### src/rtl/uart_rx_if.sv
// Serial receive bus: oversampling tick and line in, received word and status out.
// parity_err exists only when UART_RX_PARITY_EN is defined.
interface uart_rx_if #(
  parameter int D_BIT = 8
);
  logic             s_tick;
  logic             rx;
  logic [D_BIT-1:0] dout;
  logic             rx_done_tick;
  logic             frame_err;
  logic             busy;
`ifdef UART_RX_PARITY_EN
  logic             parity_err;

  modport master (
    input  s_tick, rx,
    output dout, rx_done_tick, frame_err,
    output busy, parity_err
  );
  modport slave (
    output s_tick, rx,
    input  dout, rx_done_tick, frame_err,
    input  busy, parity_err
  );
`else
  modport master (
    input  s_tick, rx,
    output dout, rx_done_tick, frame_err,
    output busy
  );
  modport slave (
    output s_tick, rx,
    input  dout, rx_done_tick, frame_err,
    input  busy
  );
`endif
endinterface

### src/rtl/uart_rx.sv
// UART receive engine: start, D_BIT data (LSB first), stop; centre-sampled.
// Optional even parity bit and parity_err output under UART_RX_PARITY_EN.
module uart_rx #(
  parameter int D_BIT   = 8,
  parameter int OS_TICK = 16,
  parameter int SB_TICK = 16
) (
  input  logic     clk,
  input  logic     rst,
  uart_rx_if.master bus
);
  localparam int CMAX = (OS_TICK > SB_TICK) ? OS_TICK : SB_TICK;
  localparam int SW   = $clog2(CMAX);
  localparam int NW   = $clog2(D_BIT);

  localparam logic [SW-1:0] HALF = SW'(OS_TICK / 2 - 1);
  localparam logic [SW-1:0] FULL = SW'(OS_TICK - 1);
  localparam logic [SW-1:0] SLST = SW'(SB_TICK - 1);
  localparam logic [NW-1:0] NLST = NW'(D_BIT - 1);

`ifdef UART_RX_PARITY_EN
  typedef enum logic [2:0] {
    IDLE, START, DATA, PARITY, STOP
  } state_t;
`else
  typedef enum logic [2:0] {
    IDLE, START, DATA, STOP
  } state_t;
`endif

  state_t           state, state_n;
  logic [SW-1:0]    s_cnt, s_cnt_n;
  logic [NW-1:0]    n_cnt, n_cnt_n;
  logic [D_BIT-1:0] shift, shift_n;
  logic [D_BIT-1:0] dout, dout_n;
  logic             done, done_n;
  logic             ferr, ferr_n;
  logic             busy;
  logic             rx_m, rx_s;
`ifdef UART_RX_PARITY_EN
  logic             par_bit, par_bit_n;
  logic             perr, perr_n;
`endif

  // Two-flop synchroniser; preset to idle-high so reset never looks like a start.
  always_ff @(posedge clk or negedge rst) begin
    if (!rst) begin
      rx_m <= 1'b1;
      rx_s <= 1'b1;
    end else begin
      rx_m <= bus.rx;
      rx_s <= rx_m;
    end
  end

  always_ff @(posedge clk or negedge rst) begin
    if (!rst) begin
      state   <= IDLE;
      s_cnt   <= '0;
      n_cnt   <= '0;
      shift   <= '0;
      dout    <= '0;
      done    <= 1'b0;
      ferr    <= 1'b0;
      busy    <= 1'b0;
`ifdef UART_RX_PARITY_EN
      par_bit <= 1'b0;
      perr    <= 1'b0;
`endif
    end else begin
      state   <= state_n;
      s_cnt   <= s_cnt_n;
      n_cnt   <= n_cnt_n;
      shift   <= shift_n;
      dout    <= dout_n;
      done    <= done_n;
      ferr    <= ferr_n;
      busy    <= (state_n != IDLE);
`ifdef UART_RX_PARITY_EN
      par_bit <= par_bit_n;
      perr    <= perr_n;
`endif
    end
  end

  always_comb begin
    state_n   = state;
    s_cnt_n   = s_cnt;
    n_cnt_n   = n_cnt;
    shift_n   = shift;
    dout_n    = dout;
    done_n    = 1'b0;
    ferr_n    = ferr;
`ifdef UART_RX_PARITY_EN
    par_bit_n = par_bit;
    perr_n    = perr;
`endif
    unique case (state)
      IDLE: begin
        if (!rx_s) begin
          state_n = START;
          s_cnt_n = '0;
        end
      end
      START: begin
        if (bus.s_tick) begin
          if (s_cnt == HALF) begin
            if (!rx_s) begin
              state_n = DATA;
              s_cnt_n = '0;
              n_cnt_n = '0;
            end else begin
              state_n = IDLE;
            end
          end else begin
            s_cnt_n = s_cnt + 1'b1;
          end
        end
      end
      DATA: begin
        if (bus.s_tick) begin
          if (s_cnt == FULL) begin
            shift_n = {rx_s, shift[D_BIT-1:1]};
            s_cnt_n = '0;
            if (n_cnt == NLST) begin
`ifdef UART_RX_PARITY_EN
              state_n = PARITY;
`else
              state_n = STOP;
`endif
            end else begin
              n_cnt_n = n_cnt + 1'b1;
            end
          end else begin
            s_cnt_n = s_cnt + 1'b1;
          end
        end
      end
`ifdef UART_RX_PARITY_EN
      PARITY: begin
        if (bus.s_tick) begin
          if (s_cnt == FULL) begin
            par_bit_n = rx_s;
            s_cnt_n   = '0;
            state_n   = STOP;
          end else begin
            s_cnt_n = s_cnt + 1'b1;
          end
        end
      end
`endif
      STOP: begin
        if (bus.s_tick) begin
          if (s_cnt == SLST) begin
            dout_n  = shift;
            ferr_n  = ~rx_s;
            done_n  = 1'b1;
`ifdef UART_RX_PARITY_EN
            perr_n  = par_bit ^ (^shift);
`endif
            state_n = IDLE;
          end else begin
            s_cnt_n = s_cnt + 1'b1;
          end
        end
      end
      default: state_n = IDLE;
    endcase
  end

  assign bus.dout         = dout;
  assign bus.rx_done_tick = done;
  assign bus.frame_err    = ferr;
  assign bus.busy         = busy;
`ifdef UART_RX_PARITY_EN
  assign bus.parity_err   = perr;
`endif

endmodule
### src/flat_wrapper.sv
// flat-port wrapper written by rule: the top's interface ports become plain ports
module uart_rx_flat 
#(
  parameter int D_BIT   = 8,
  parameter int OS_TICK = 16,
  parameter int SB_TICK = 16
)
  (clk, rst, bus_s_tick, bus_rx, bus_dout, bus_rx_done_tick, bus_frame_err, bus_busy);
  uart_rx_if #(.D_BIT(D_BIT)) bus_i ();
  input  logic clk;
  input  logic rst;
  input wire logic [$bits(bus_i.s_tick)-1:0] bus_s_tick;
  input wire logic [$bits(bus_i.rx)-1:0] bus_rx;
  output wire logic [$bits(bus_i.dout)-1:0] bus_dout;
  output wire logic [$bits(bus_i.rx_done_tick)-1:0] bus_rx_done_tick;
  output wire logic [$bits(bus_i.frame_err)-1:0] bus_frame_err;
  output wire logic [$bits(bus_i.busy)-1:0] bus_busy;
  assign bus_i.s_tick = bus_s_tick;
  assign bus_i.rx = bus_rx;
  assign bus_dout = bus_i.dout;
  assign bus_rx_done_tick = bus_i.rx_done_tick;
  assign bus_frame_err = bus_i.frame_err;
  assign bus_busy = bus_i.busy;
  uart_rx #(.D_BIT(D_BIT), .OS_TICK(OS_TICK), .SB_TICK(SB_TICK)) u_core (.clk(clk), .rst(rst), .bus(bus_i));
endmodule
### config.mk
export PLATFORM = sky130hd
export DESIGN_NAME = uart_rx_flat
export DESIGN_NICKNAME = d
export VERILOG_FILES = /design/src/rtl/uart_rx_if.sv /design/src/rtl/uart_rx.sv /design/src/flat_wrapper.sv
export SDC_FILE = /design/constraint.sdc
export NUM_CORES = 1
export LEC_CHECK = 0
export BUFFER_PORTS_ARGS = -buffer_cell sky130_fd_sc_hd__buf_2
export CAP_MARGIN = 30
export CORE_UTILIZATION = 54
export CTS_CLUSTER_DIAMETER = 30
export DETAILED_ROUTE_END_ITERATION = 6
export MAX_ROUTING_LAYER = met4
export PLACE_DENSITY = 0.74
export SLEW_MARGIN = 25
export SYNTH_ARGS = -nofsm -noshare
export SYNTH_HDL_FRONTEND = slang
export SYNTH_SLANG_ARGS = --single-unit
export TNS_END_PERCENT = 30
### constraint.sdc
create_clock -name clk -period 2.45 [get_ports clk]
set_input_delay 0.245 -clock clk [delete_from_list [all_inputs] [get_ports clk]]
set_output_delay 0.245 -clock clk [all_outputs]
set_load 0.01 [all_outputs]
==> impl_metrics.ini <==
[outcome]
status = completed

[final_layout]
final_nets = 141
final_cell_area_mm2 = 0.00163
n_antenna_cell = 0
area_growth_pct = 11.4
drive_gt1_frac = 0.378
fillers = 207
layout_common_cells = dfrtp_1, mux2_2, buf_2
layout_commonest_cell = dfrtp_1
finalNonFillerCells = 165

[min_path]
whs_endpoint = u_core.bus.rx_done_tick
min_path_cells = 3
hold_path_class = in2reg
hold_start = bus_s_tick

[timing]
period_minus_slack_ns = 1.82
worst_pin_slew_ns = 0.665
finalSetupTns_ns = 0
slew_viol_final = 0
timing.final.crit_share = 0.743
setup_viol = 0
fin_ws_ns = 0.630
finalHoldViolCount = 0
clock_skew_ns = 0.00778
max_freq_mhz = 549
slew_headroom = 0.557
rsz0062_at_grt = no

[cts]
cts_inserted_buffers = 5
root_buffer = clkbuf_4
cts_resized = 0
clock_latency_ns = 0.33
cts_buffer_depth = 2
cts_tree = done
cts_max_level = 2
cts.sinks = 31
clk_pin_slew_worst_paths_ns = 0.10

[setup_path]
worst_path_largest_cell_delay_ns = 0.41
critPathRequiredTime_ns = 2.68
reg2reg_depth = 6
worst_setup_path_end_kind = flip-flop
crit_path_start_kind = flip-flop
r2r_setup_slack_ns = 0.63
r2r_end = u_core.n_cnt[0]
arrival_ns = 2.05
reg2reg_from = u_core.n_cnt[0]
path_max_fanout = 3
critPathKind = reg2reg
slowest_stage = dfrtp_1
critPathLaunch = u_core.n_cnt[0]
cp_cell_sequence = ha_1 -> ha_1 -> nor3b_2 -> a21oi_1 -> and4bb_4 -> mux2_4
crit_top_cell = ha_1

[placement]
portBuffers = 14
hpwl_mm = 1.63
dp_worst_setup_slack_ns = 0.641
place_inst = 155
gp_congestion = 0.772
post_dp_cell_area_mm2 = 0.00153

[power_and_ir_drop]
leakagePower_nw = 0.818
p_per_area_mw_per_mm2 = 572
total_power_mw = 0.930
ir_worst_vdd_mv = 0.441

[logic_synthesis]
synth.top_cell.area_share = 0.497
ys_seq_area_frac = 0.533
yosys.area.top_type = dfrtp_1
postSynthCellCount = 115
synth_area_leaders = dfrtp_1, mux2_2, dfstp_2
synthDistinctLibCells = 41
netlist_area_mm2 = 0.00146
synth_edf_count = 0
synth.avg_cell_area_um2 = 12.7
ys.flop_type = dfrtp_1
ys_seq_elements = 31
ys_warn_count = 0
async_flop_share = 1.00
synth_fp_nets = 122

[detailed_routing]
wl_met1_mm = 1.06
viasPerCell = 5.37
drc = 0
detail_route.wl_per_cell_um = 13.7
route.met2.wl_mm = 1.08
first_pass_iters = 2
vias = 886
dr_wl_met3_um = 90
drt_iter0_markers = 8
detail-route-antenna-nets = 0
top_layer = met4
drt_wl_total_mm = 2.27

[global_routing]
track_usage = 0.196
grt_pass1_wl_mm = 3.71
grt_pass1_vias = 838
grt_max_degree = 32
grt_remaining_overflow = 0
antenna_found_initial = 0

[die]
placementRows = 18
core_area_mm2 = 0.00252
initial_core_util = 0.578
die-width_um = 54.0
die_y_um = 54.0
ioPinCount = 15
fp.dieArea_mm2 = 0.00291

[job]
max_cap_viol_count = 0
critical path, delay by kind of cell (launching register included):
family | cells | cell delay, ns
and+or+nand+nor | 2 | 0.54
AOI/OAI and AO/OA | 1 | 0.06
muxes | 1 | 0.30
adders and majority gates | 2 | 0.41
DFF | 1 | 0.41
cells by family after synthesis:
| logic type | Yosys count | share of synthesized area |
|---|---|---|
| AND/OR/NAND/NOR | 32 | 0.146 |
| flip-flops | 31 | 0.533 |
| multiplexers | 22 | 0.170 |
| AO/OA/AOI/OAI | 16 | 0.0806 |
| buffers and inverters | 9 | 0.0360 |
| adder cells (fa/ha/maj) | 3 | 0.0257 |
| other | 1 | 0.00257 |
| XOR/XNOR | 1 | 0.00600 |
power by group:
group | switching, mW | internal, mW | total (mW)
clock | 0.178 | 0.168 | 0.345
sequential | 0.0146 | 0.524 | 0.538
combinational | 0.0244 | 0.0218 | 0.0462
total | 0.217 | 0.713 | 0.930
cell usage after synthesis (2+ instances only):
library cell and n:
o21ai_0 2, buf_4 3, mux2_2 17, nor2_1 9, inv_1 5, dfstp_2 2, mux2i_1 3, o21ba_2 2
dfrtp_1 29, nand2b_1 2, nand2_1 6, o211ai_1 2, a21oi_1 2, ha_1 3, nor2b_1 2
final cells by class:
cell class	instances	area [um2]	share of cell area
multi-input cells	75	628	0.386
clock buffers	7	65.1	0.0400
inverters	5	18.8	0.0115
clock inverters	1	7.51	0.00462
repair buffers	16	90.1	0.0554
well taps	30	37.5	0.0231
flip-flops and latches	31	778	0.479
per-layer routing:
| metal | GRT usage | up-vias |
|---|---|---|
| met2 | 0.290 | 12 |
| met5 | - | - |
| met3 | 0.0847 | 6 |
| li1 | - | 439 |
| met1 | 0.227 | 429 |
| met4 | 0.0940 | 0 |
through the flow:
stage	utilization	hold slack [ns]
2_1_floorplan	-	-0.0506
3_3_place_gp	0.608	0.308
3_5_place_dp	0.608	0.317
4_1_cts	0.644	0.327
5_1_grt	0.644	0.321
6_report	0.644	0.326
timing repair:
action                                 4_1_cts  5_1_grt
buffers inserted                             0        0
endpoints found under the hold margin       30        0
hold buffers                                 2        0
worst max path at each step:
stage / endpoint / cells after the start
floorplan: u_core.n_cnt[0] / 6
global placement: u_core.n_cnt[0] / 6
detailed placement: u_core.n_cnt[0] / 6
CTS: u_core.n_cnt[0] / 6
global route: u_core.n_cnt[0] / 6
finish: u_core.n_cnt[0] / 6
registers in the layout, indices dropped and copies added, names as in the netlist:
| name | flops |
|---|---|
| u_core.state | 3 |
| u_core.bus.frame_err | 1 |
| u_core.rx_s | 1 |
| u_core.bus.rx_done_tick | 1 |
| u_core.n_cnt | 3 |
| u_core.rx_m | 1 |
| u_core.bus.dout | 8 |
| u_core.shift | 8 |
| u_core.s_cnt | 4 |
| u_core.bus.busy | 1 |
Note: power is estimated with default switching activity, not from simulation.
